===== src/rtl/display_decoder.sv =====
// display_decoder: samples an active-low multiplexed seven-segment bus, waits
// for each anode slot to settle and decodes it back into BCD digits, blank
// (blink-off) flags, decimal points, a frame-complete pulse and a sticky error.
module display_decoder #(
  parameter int STABLE_CYCLES = 4
) (
  input  logic       master_clock,
  input  logic       rst,
  input  logic [7:0] seg,
  input  logic [3:0] an,
  output logic [3:0] digit_1,
  output logic [3:0] digit_2,
  output logic [3:0] digit_3,
  output logic [3:0] digit_4,
  output logic [3:0] blank,
  output logic [3:0] dp,
  output logic       frame_done,
  output logic       err
);

  localparam logic [7:0] THRESH    = 8'(STABLE_CYCLES);
  localparam logic [7:0] THRESH_M1 = 8'(STABLE_CYCLES - 1);

  typedef enum logic [1:0] {IDLE, SETTLE, HELD} state_t;

  logic [11:0] sync1_reg;
  logic [11:0] sync2_reg;
  logic [11:0] prev_reg;
  logic [11:0] accepted_reg;
  logic        accept_reg;
  logic [7:0]  cnt_reg;
  state_t      state_reg;
  logic        sample_changed;

  logic [3:0]  acc_an;
  logic [7:0]  acc_seg;
  logic [3:0]  anode_low;
  logic        multi_low;
  logic        one_low;
  logic [3:0]  seg_value;
  logic        seg_blank;
  logic        seg_illegal;
  logic [3:0]  slot_hit;
  logic [3:0]  mask_reg;
  logic [3:0]  mask_next;
  logic        frame_done_reg;
  logic        err_reg;
  logic [3:0]  digit_bus [4];

  // Two-flop synchronizer plus one more stage holding the previous sample;
  // the bus idles all-ones, so that is what the pipeline starts from.
  always_ff @(posedge master_clock or negedge rst) begin
    if (!rst) begin
      sync1_reg <= '1;
      sync2_reg <= '1;
      prev_reg  <= '1;
    end else begin
      sync1_reg <= {an, seg};
      sync2_reg <= sync1_reg;
      prev_reg  <= sync2_reg;
    end
  end

  assign sample_changed = (sync2_reg != prev_reg);

  // Stability filter FSM: restart on any change, accept once at the threshold,
  // then sit in HELD until the sample moves again.
  always_ff @(posedge master_clock or negedge rst) begin
    if (!rst) begin
      state_reg    <= IDLE;
      cnt_reg      <= 8'd0;
      accept_reg   <= 1'b0;
      accepted_reg <= '1;
    end else begin
      accept_reg <= 1'b0;
      if (sample_changed) begin
        state_reg <= SETTLE;
        cnt_reg   <= 8'd0;
      end else begin
        case (state_reg)
          SETTLE: begin
            if (cnt_reg == THRESH_M1) begin
              cnt_reg      <= THRESH;
              state_reg    <= HELD;
              accept_reg   <= 1'b1;
              accepted_reg <= sync2_reg;
            end else begin
              cnt_reg <= cnt_reg + 8'd1;
            end
          end
          default: begin
            state_reg <= state_reg;
          end
        endcase
      end
    end
  end

  assign acc_an    = accepted_reg[11:8];
  assign acc_seg   = accepted_reg[7:0];
  assign anode_low = ~acc_an;
  // Clearing the lowest set bit leaves something only if two or more anodes are low.
  assign multi_low = |(anode_low & (anode_low - 4'd1));
  assign one_low   = (|anode_low) & ~multi_low;
  assign slot_hit  = {4{accept_reg & one_low}} & anode_low;
  assign mask_next = mask_reg | slot_hit;

  // Active-low segment pattern to BCD, with the all-off blink pattern kept apart.
  always_comb begin
    seg_value   = 4'h0;
    seg_blank   = 1'b0;
    seg_illegal = 1'b0;
    case (acc_seg[6:0])
      7'h40:   seg_value = 4'd0;
      7'h79:   seg_value = 4'd1;
      7'h24:   seg_value = 4'd2;
      7'h30:   seg_value = 4'd3;
      7'h19:   seg_value = 4'd4;
      7'h12:   seg_value = 4'd5;
      7'h02:   seg_value = 4'd6;
      7'h78:   seg_value = 4'd7;
      7'h00:   seg_value = 4'd8;
      7'h10:   seg_value = 4'd9;
      7'h7F:   seg_blank = 1'b1;
      default: seg_illegal = 1'b1;
    endcase
  end

  genvar gi;
  generate
    for (gi = 0; gi < 4; gi++) begin : g_slot
      logic [3:0] digit_reg;
      logic       blank_reg;
      logic       dp_reg;

      // Per-slot capture; a blank pattern keeps the old digit visible underneath.
      always_ff @(posedge master_clock or negedge rst) begin
        if (!rst) begin
          digit_reg <= 4'h0;
          blank_reg <= 1'b0;
          dp_reg    <= 1'b0;
        end else if (slot_hit[gi]) begin
          dp_reg <= ~acc_seg[7];
          if (seg_blank) begin
            blank_reg <= 1'b1;
          end else begin
            blank_reg <= 1'b0;
            digit_reg <= seg_illegal ? 4'hF : seg_value;
          end
        end
      end

      assign digit_bus[gi] = digit_reg;
      assign blank[gi]     = blank_reg;
      assign dp[gi]        = dp_reg;
    end
  endgenerate

  // Frame tracker and sticky error; both update on the same edge as the digits.
  always_ff @(posedge master_clock or negedge rst) begin
    if (!rst) begin
      mask_reg       <= 4'h0;
      frame_done_reg <= 1'b0;
      err_reg        <= 1'b0;
    end else begin
      frame_done_reg <= (|slot_hit) && (mask_next == 4'hF);
      mask_reg       <= (mask_next == 4'hF) ? 4'h0 : mask_next;
      if (accept_reg && (multi_low || (one_low && seg_illegal))) begin
        err_reg <= 1'b1;
      end
    end
  end

  assign digit_1    = digit_bus[3];
  assign digit_2    = digit_bus[2];
  assign digit_3    = digit_bus[1];
  assign digit_4    = digit_bus[0];
  assign frame_done = frame_done_reg;
  assign err        = err_reg;

endmodule


===== config.mk =====
export PLATFORM = sky130hd
export DESIGN_NAME = display_decoder
export DESIGN_NICKNAME = d
export VERILOG_FILES = /design/src/rtl/display_decoder.sv
export SDC_FILE = /design/constraint.sdc
export NUM_CORES = 1
export LEC_CHECK = 0
export CAP_MARGIN = 20
export CORE_MARGIN = 2
export CORE_UTILIZATION = 40
export DETAILED_ROUTE_END_ITERATION = 6
export PLACE_DENSITY = 0.66
export SYNTH_ARGS = -nofsm -noshare
export SYNTH_HDL_FRONTEND = slang
export SYNTH_SLANG_ARGS = --single-unit

===== constraint.sdc =====
create_clock -name master_clock -period 4.4 [get_ports master_clock]
set_clock_uncertainty 0.05 [all_clocks]
set_input_delay 0.88 -clock master_clock [delete_from_list [all_inputs] [get_ports master_clock]]
set_output_delay 0.88 -clock master_clock [all_outputs]
set_load 0.005 [all_outputs]

## Word-level counts from Yosys, hierarchy flattened

Cells that the tools add are included.

- Latch bits: 0
- Output and inout bits: 26
- Input bits: 14
- Memory bits (writable): 0
- Bits in registers: 89
- Memory bits (read-only): 0
- Logic and storage cells: 80
- Memories: 0

- Equality and inequality tests: 14
- Multiply operators: 0
- Divide/modulo/power cells: 0
- Shift-type cells: 0
- Bitwise gates (word level): 10
- Muxes and demuxes: 15
- $add $sub $neg: 2
- Order comparisons: 0
- Reductions and logical operators: 17

Operator list:

| cell | number |
|---|---|
| $pmux 4 s9 | 1 |
| $eq 7x7->1 const B | 4 |
| $mux 8 | 3 |
| $eq 7x5->1 const B | 3 |
| $eq 7x6->1 const B | 2 |
| $ne 12x12->1 | 1 |
| $reduce_or 4->1 | 3 |
| $reduce_or 11->1 | 1 |
| $reduce_and 2->1 | 5 |
| $add 8x1->8 const B | 1 |
| $and 4x4->4 | 2 |
| $eq 8x2->1 const B | 1 |
| $mux 4 | 2 |
| $eq 7x2->1 const B | 1 |
| $logic_not 7->1 | 1 |
| $mux 1 | 6 |
| $mux 2 | 3 |
| $eq 4x4->1 const B | 1 |
| $not 1->1 | 4 |
| $not 4->4 | 1 |
| $or 4x4->4 | 1 |
| $reduce_bool 2->1 | 2 |
| $sub 4x1->4 const B | 1 |
| $logic_and 1x1->1 | 3 |
| 4 further kinds | 5 |

## Logic depth before layout (Yosys ltp)

Gate-level depths: netlist of the first run.

- Depth in word-level cells: 11
- Depth in mapped cells: 6
- Mapped depth without buffers: 5

## Worst setup path before layout of the first run

Ideal clock, no wire load.

- Path type: register to register
- Start: register cnt_reg[0]
- End: register accepted_reg[10]
- Setup slack: 2.546 ns
- Arrival time: 1.722 ns
- Stages on the path, launching flop included: 7
- Path buffers: 1
- Required time: 4.268 ns
- Library setup time: 0.082 ns
- Cells stage by stage: dfrtp_1 > ha_1 > nor4b_4 > nand3_2 > and4b_2 > buf_6 > mux2_2

- Cells in the longest elaborated chain, start to end: 2

Ends and longest elaborated chain:

| item | RTL line | text |
|---|---|---|
| from (decl) | 31 | `logic [7:0] cnt_reg;` |
| from (signal assigned) | 88 | `cnt_reg <= cnt_reg + 8'd1;` |
| $eq 8x2->1 | 82 | `if (cnt_reg == THRESH_M1) begin` |
| $reduce_and 3->1 (no source line) | - |  |
| to (signal assigned) | 86 | `accepted_reg <= sync2_reg;` |
| to (decl) | 29 | `logic [11:0] accepted_reg;` |

Every way passes these cells.
A chain may end at the register's enable or synchronous reset.

## Worst setup path after layout of the first run

- Start: register err_reg (netlist: err)
- End: output port err

RTL lines:

| item | RTL line | text |
|---|---|---|
| from (decl) | 47 | `logic err_reg;` |
| from (signal assigned) | 164 | `err_reg <= 1'b0;` |
| from (signal assigned) | 169 | `err_reg <= 1'b1;` |
| to (decl) | 18 | `output logic err` |

No word-level cell between the ends.

==> results of run 1 <==
logic make-up after synthesis:
logic type,share of synthesized area (%)
mux,4.962
compound gates,8.994
xor+xnor,4.342
buf+inv,3.377
fa+ha+maj,0.6202
flops,62.99
simple gates,14.71
worst paths after layout:
path	from	end	slack [ns]	depth (start not counted)
min in group asynchronous	rst	cnt_reg[7]	0.44	1
worst min register to register	sync1_reg[11]	sync2_reg[11]	0.31	0
max in group asynchronous	rst	accepted_reg[0]	3.18	2
worst min-delay path	sync1_reg[11]	sync2_reg[11]	0.31	0
worst max register to register	cnt_reg[0]	accepted_reg[3]	2.32	5
worst max-delay path	err	err	2.23	1
final cells by class:
cell class	count	area, sq um	area share (%)
sequential	89	2287	54.02
multi-input combinational	176	1221	28.84
timing repair buffer	40	407.9	9.634
tap	108	135.1	3.191
clock buffer	9	123.9	2.926
clock inverter	7	51.30	1.212
inverter	2	7.507	0.1773
layout by cell type (no fill, tap or decap), types with 2 or more instances in the layout:
master / count
nor2_1: 18
xor2_1: 18
nand2b_1: 2
mux2_2: 16
dfstp_2: 48
nor2b_1: 2
inv_4: 2
and4b_2: 2
clkdlybuf4s50_1: 38
nand2_1: 21
dfrtp_1: 41
o21ai_0: 9
o211a_1: 2
inv_1: 2
a21oi_1: 11
clkbuf_8: 9
nand3_1: 9
nand4_1: 6
nor4_1: 3
inv_6: 2
nand3b_1: 2
a31oi_1: 14
and3_1: 3
nor3_1: 8
and4b_1: 2
cell usage after synthesis, types with 2 or more instances:
master / instances / share of area (%)
a21oi_1: 11 / 1.5
nor2_1: 18 / 1.9
and4b_1: 2 / 0.55
buf_2: 7 / 0.96
xor2_1: 18 / 4.3
nand3_1: 9 / 1.2
o21ai_0: 9 / 1.2
and4b_2: 2 / 0.62
buf_4: 8 / 1.7
nand2b_1: 2 / 0.34
mux2_2: 16 / 5.0
inv_1: 2 / 0.21
a31oi_1: 14 / 2.4
nand2_1: 21 / 2.2
nor2b_1: 2 / 0.34
nand3b_1: 2 / 0.41
dfstp_2: 48 / 35
nand4_1: 6 / 1.0
dfrtp_1: 41 / 28
o211a_1: 2 / 0.55
nor3_1: 8 / 1.1
nor4_1: 3 / 0.52
and3_1: 3 / 0.52
layer usage:
layer  global-route usage [%]  part of all wire [%]  up-vias  routed length, microns
met5                        0                     0        -                       0
met4                    4.110                   1.2        0                      76
met3                    4.849                   6.0        7                     366
met2                    19.80                    45       59                    2757
met1                    19.12                    48     1065                    2934
li1                         -                     -     1073                       -
where the power goes:
part / switching (mW) / internal, mW / total (mW)
Sequential: 0.0100 / 0.848 / 0.858
Clock: 0.298 / 0.209 / 0.507
Combinational: 0.0205 / 0.0167 / 0.0372
==> flow_summary.ini, run 1 <==
[run_status]
status = complete, no violations

[cts]
numCtsBuffers = 9
cts_max_path_buffers = 2
cts_setup_buffers = 0
clk_pin_slew_worst_paths_ns = 0.09
cts_resized = 0
clk_latency_ns = 0.36
htreeDepth = 3
clock_sinks = 89
cts_tree = done
hold_buffers = 0
root_buffer = clkbuf_8

[place]
dp_cells = 414
dp_hpwl_microns = 4093
placed_cell_area_sq_um = 4039
gp_congestion = 0.8210
port_buffers = 39
dp_slack_ns = 2.332

[drt]
drtIter0Drc = 84
drc = 0
vias = 2204
wire_per_inst_microns = 14.23
drt_wl_total_microns = 6134
firstDrtPassIters = 4
drt.antenna.violating_nets = 0
viasPerCell = 5.114

[synth]
ys_types = 54
seq_area_frac_synth_pct = 62.99
synth_cells = 285
synth-main-ff-cell = dfstp_2
syn_avg_cell_area_sq_um = 12.74
ys_ff_latch = 89
syn_nets = 300
ys_async_sr_fraction_pct = 100.0
syn-cell-area_sq_um = 3631
synth_warnings = 0
synth_enable_flop_cells = 0

[global_routing]
grt_usage_pct = 13.57
grt_pass1_vias = 2128
globalRoute.totalOverflow = 0
antenna_found_initial = 0
grt_max_degree = 90
grt_pass1_wl_microns = 10510

[setup_path]
crit_path_max_fanout = 2
critPathBufInv = 1
startpoint_type = flip-flop
worst_path_max_delay_cell = clkdlybuf4s50_1
path_cells = clkdlybuf4s50_1
crit_type = reg -> out
crit_required_ns = 3.47
cpLargestDelayFamily = buffers and inverters
cpPeakStageDelay_ns = 0.50
critPathCaptureType = primary output
arrival_ns = 1.24

[sta]
worst_slew_pin_slew_ns = 0.5426
setup_viol_count_final = 0
tns_ns = 0
rsz0062_at_grt = false
setup_ws_ns = 2.231
max_freq_ghz = 0.4611
whs_ns = 0.3085
min_period_ns = 2.169
drv_slew = 0
fin_crit_sh_pct = 49.29
hold_viol = 0
max_slew_margin_pct = 63.83

[floorplanning]
pin_count = 40
start_util_pct = 41.43
die_w_microns = 99.28
die_area_sq_um = 9856
row_count = 34
coreArea_sq_um = 8763
die_h_microns = 99.28

[power_and_ir_drop]
powerDensity_nw_per_um2 = 331.4
power_mw = 1.403
ir_drop_mv = 0.2196
power.leakage_nw = 1.726

[layout]
n_fill_cell = 766
final_core_util_pct = 48.32
layout.nets = 333
final_cells = 431
fin_area_sq_um = 4234
diodes = 0
drive_gt1_share_pct = 30.65
syn2layout_area_growth_pct = 16.61

[flow_run]
drv_cap = 0

[hold_path]
hold_path.class = reg -> reg
No activity file was read; power rests on OpenSTA's default activity.
==> run 2: changes to the inputs <==
--- a/config.mk
+++ b/config.mk
@@ -9,7 +9,7 @@
 export CORE_MARGIN = 2
 export CORE_UTILIZATION = 40
 export DETAILED_ROUTE_END_ITERATION = 6
-export PLACE_DENSITY = 0.66
+export PLACE_DENSITY = 0.68
 export SYNTH_ARGS = -nofsm -noshare
 export SYNTH_HDL_FRONTEND = slang
 export SYNTH_SLANG_ARGS = --single-unit
==> constraint.sdc (replaced) <==
create_clock -name master_clock -period 1.8 [get_ports master_clock]
set_clock_uncertainty 0.05 [all_clocks]
set_input_delay 0.36 -clock master_clock [delete_from_list [all_inputs] [get_ports master_clock]]
set_output_delay 0.36 -clock master_clock [all_outputs]
set_load 0.005 [all_outputs]
==> flow_summary.ini, run 2 (synthesized netlist as in run 1, its figures left out) <==
[place]
dp_hpwl_microns = 4745
gp_congestion = 0.8199
port_buffers = 39
dp_slack_ns = -0.1057

[layout]
multi_input_area_sq_um = 1381
layout.nets = 382
final_common_cell = dfstp_2
syn2layout_area_growth_pct = 33.08
drive_gt1_share_pct = 43.82
layout_common_cells = dfstp_2, buf_4, dfrtp_1, clkdlybuf4s50_1, nand2_1
diodes = 0
seq_area_sq_um = 2287
n_fill_cell = 731

[power_and_ir_drop]
powerDensity_nw_per_um2 = 761.4
power.leakage_nw = 2.049
ir_drop_mv = 0.4982

[setup_path]
startpoint_type = flip-flop
r2r-start = sync2_reg[4]
arrival_ns = 2.09
crit_required_ns = 2.03
crit_path_start = sync2_reg[4]
cpPeakStageDelay_ns = 0.55
r2r_cells = 5
path_cells = xor2_1 -> nor4_2 -> and4b_2 -> buf_12 -> mux2_4
critPathCaptureType = flip-flop
crit_type = reg -> reg
worst_path_max_delay_cell = dfstp_2
rrSetupSlack_ns = -0.06
crit_path_max_fanout = 8

[cts]
numCtsBuffers = 9
clk_pin_slew_worst_paths_ns = 0.09
cts_max_path_buffers = 2
clk_latency_ns = 0.36
root_buffer = clkbuf_8
htreeDepth = 3
clock_sinks = 89
cts_tree = done

[sta]
min_period_ns = 1.856
setup_viol_count_final = 12
worst_slew_pin_slew_ns = 0.4594
fin_crit_sh_pct = 103.1
max_slew_margin_pct = 69.14
rsz0062_at_grt = true
hold_viol = 0
setup_ws_ns = -0.05616
tns_ns = -0.5473
max_freq_ghz = 0.5387
drv_slew = 0

[global_routing]
antenna_found_initial = 0
grt_max_degree = 33
grt_usage_pct = 14.65
globalRoute.totalOverflow = 0
grt_pass1_vias = 2368
grt_pass1_wl_microns = 11500

[floorplanning]
coreArea_sq_um = 8763
start_util_pct = 41.43
die_w_microns = 99.28
row_count = 34
pin_count = 40
die_area_sq_um = 9856
die_h_microns = 99.28

[drt]
routed-wl-met2_microns = 3243
firstDrtPassIters = 4
wire_per_inst_microns = 14.16
wl_met3_microns = 273
drtIter0Drc = 77
drt.antenna.violating_nets = 0
highest_layer = met4
routedLengthMet1_microns = 3181
drt_wl_total_microns = 6795
vias = 2412
drc = 0
viasPerCell = 5.025

[run_status]
status = finished with violations
failed_checks = negative setup slack

[hold_path]
holdPathStages = 0
min_from = sync1_reg[3]
hold_path.class = reg -> reg

[flow_run]
drv_cap = 0
==> run 2: cell count changes in the layout (fill, tap and decap cells not counted), sizes merged <==
cell / delta
dlygate4sd3: +1
inv: -1
buf: +48
clkbuf: +1
clkinvlp: -1
bufinv: +1
==> run 2: path summary, 6_finish.rpt <==
| path | end |
|---|---|
| setup / recovery | accepted_reg[5] |
| hold / removal | sync2_reg[3] |
| setup reg to reg | accepted_reg[5] |
| hold reg to reg | sync2_reg[3] |
| max in group asynchronous | accepted_reg[0] |
| min in group asynchronous | cnt_reg[7] |
==> run 2: cell type report <==
class / instances / area share, %
well taps: 108 / 2.796
clock inverters: 6 / 1.269
clock buffers: 10 / 3.081
repair buffers: 89 / 16.78
multi-input cells: 176 / 28.59
inverters: 2 / 0.1554
flip-flops and latches: 89 / 47.33
==> run 2: stage by stage <==
stage               utilization (%)  area (sq um)  hold slack (ns)  total power, mW  instances
detailed placement            50.89          4459           0.2569            2.257        458
floorplan                         -          3692          0.01441            2.146        285
global placement              50.89          4459           0.2518            2.252        458
CTS                           54.04          4736           0.3093            3.704        478
finish                        55.14          4832           0.3085            3.679        480
global route                  55.14          4832           0.3118            3.830        480
==> run 2: worst max-delay path: cells and delay by family, from the launching register on <==
family	cells	cell delay (ns)
XOR/XNOR	1	0.07
multiplexers	1	0.30
AND/OR/NAND/NOR	2	0.67
buffers and inverters	1	0.15
flip-flops	1	0.55
==> run 2: power by group <==
group          internal [mW]  switching [mW]  leakage, nW  total (mW)
Combinational         0.0705          0.0705        0.867       0.141
Clock                  0.728           0.716        0.112        1.44
Sequential              2.07          0.0203         1.07        2.09
==> run 2: repair_timing <==
item                                    in CTS  in global routing
buffers inserted                             3                  2
hold endpoints to repair                     5                  0
gates resized for setup                      6                 16
pin swaps                                    0                  7
endpoints found under the setup margin      20                 44
hold buffers                                 1                  0
==> run 2: metal layers <==
metal / global-route usage, % / vias to the layer above
li1: - / 1165
met1: 20.89 / 1187
met2: 22.09 / 48
met3: 3.162 / 12
met4: 5.479 / 0
met5: 0 / -
==> run 3: changes to the inputs <==
--- a/config.mk
+++ b/config.mk
@@ -8,8 +8,10 @@
 export CAP_MARGIN = 20
 export CORE_MARGIN = 2
 export CORE_UTILIZATION = 40
+export CTS_CLUSTER_SIZE = 24
 export DETAILED_ROUTE_END_ITERATION = 6
 export PLACE_DENSITY = 0.68
+export SLEW_MARGIN = 15
 export SYNTH_ARGS = -nofsm -noshare
 export SYNTH_HDL_FRONTEND = slang
 export SYNTH_SLANG_ARGS = --single-unit
==> results of run 3 <==
Final layout, timing and power as in run 2 (identical DEF).
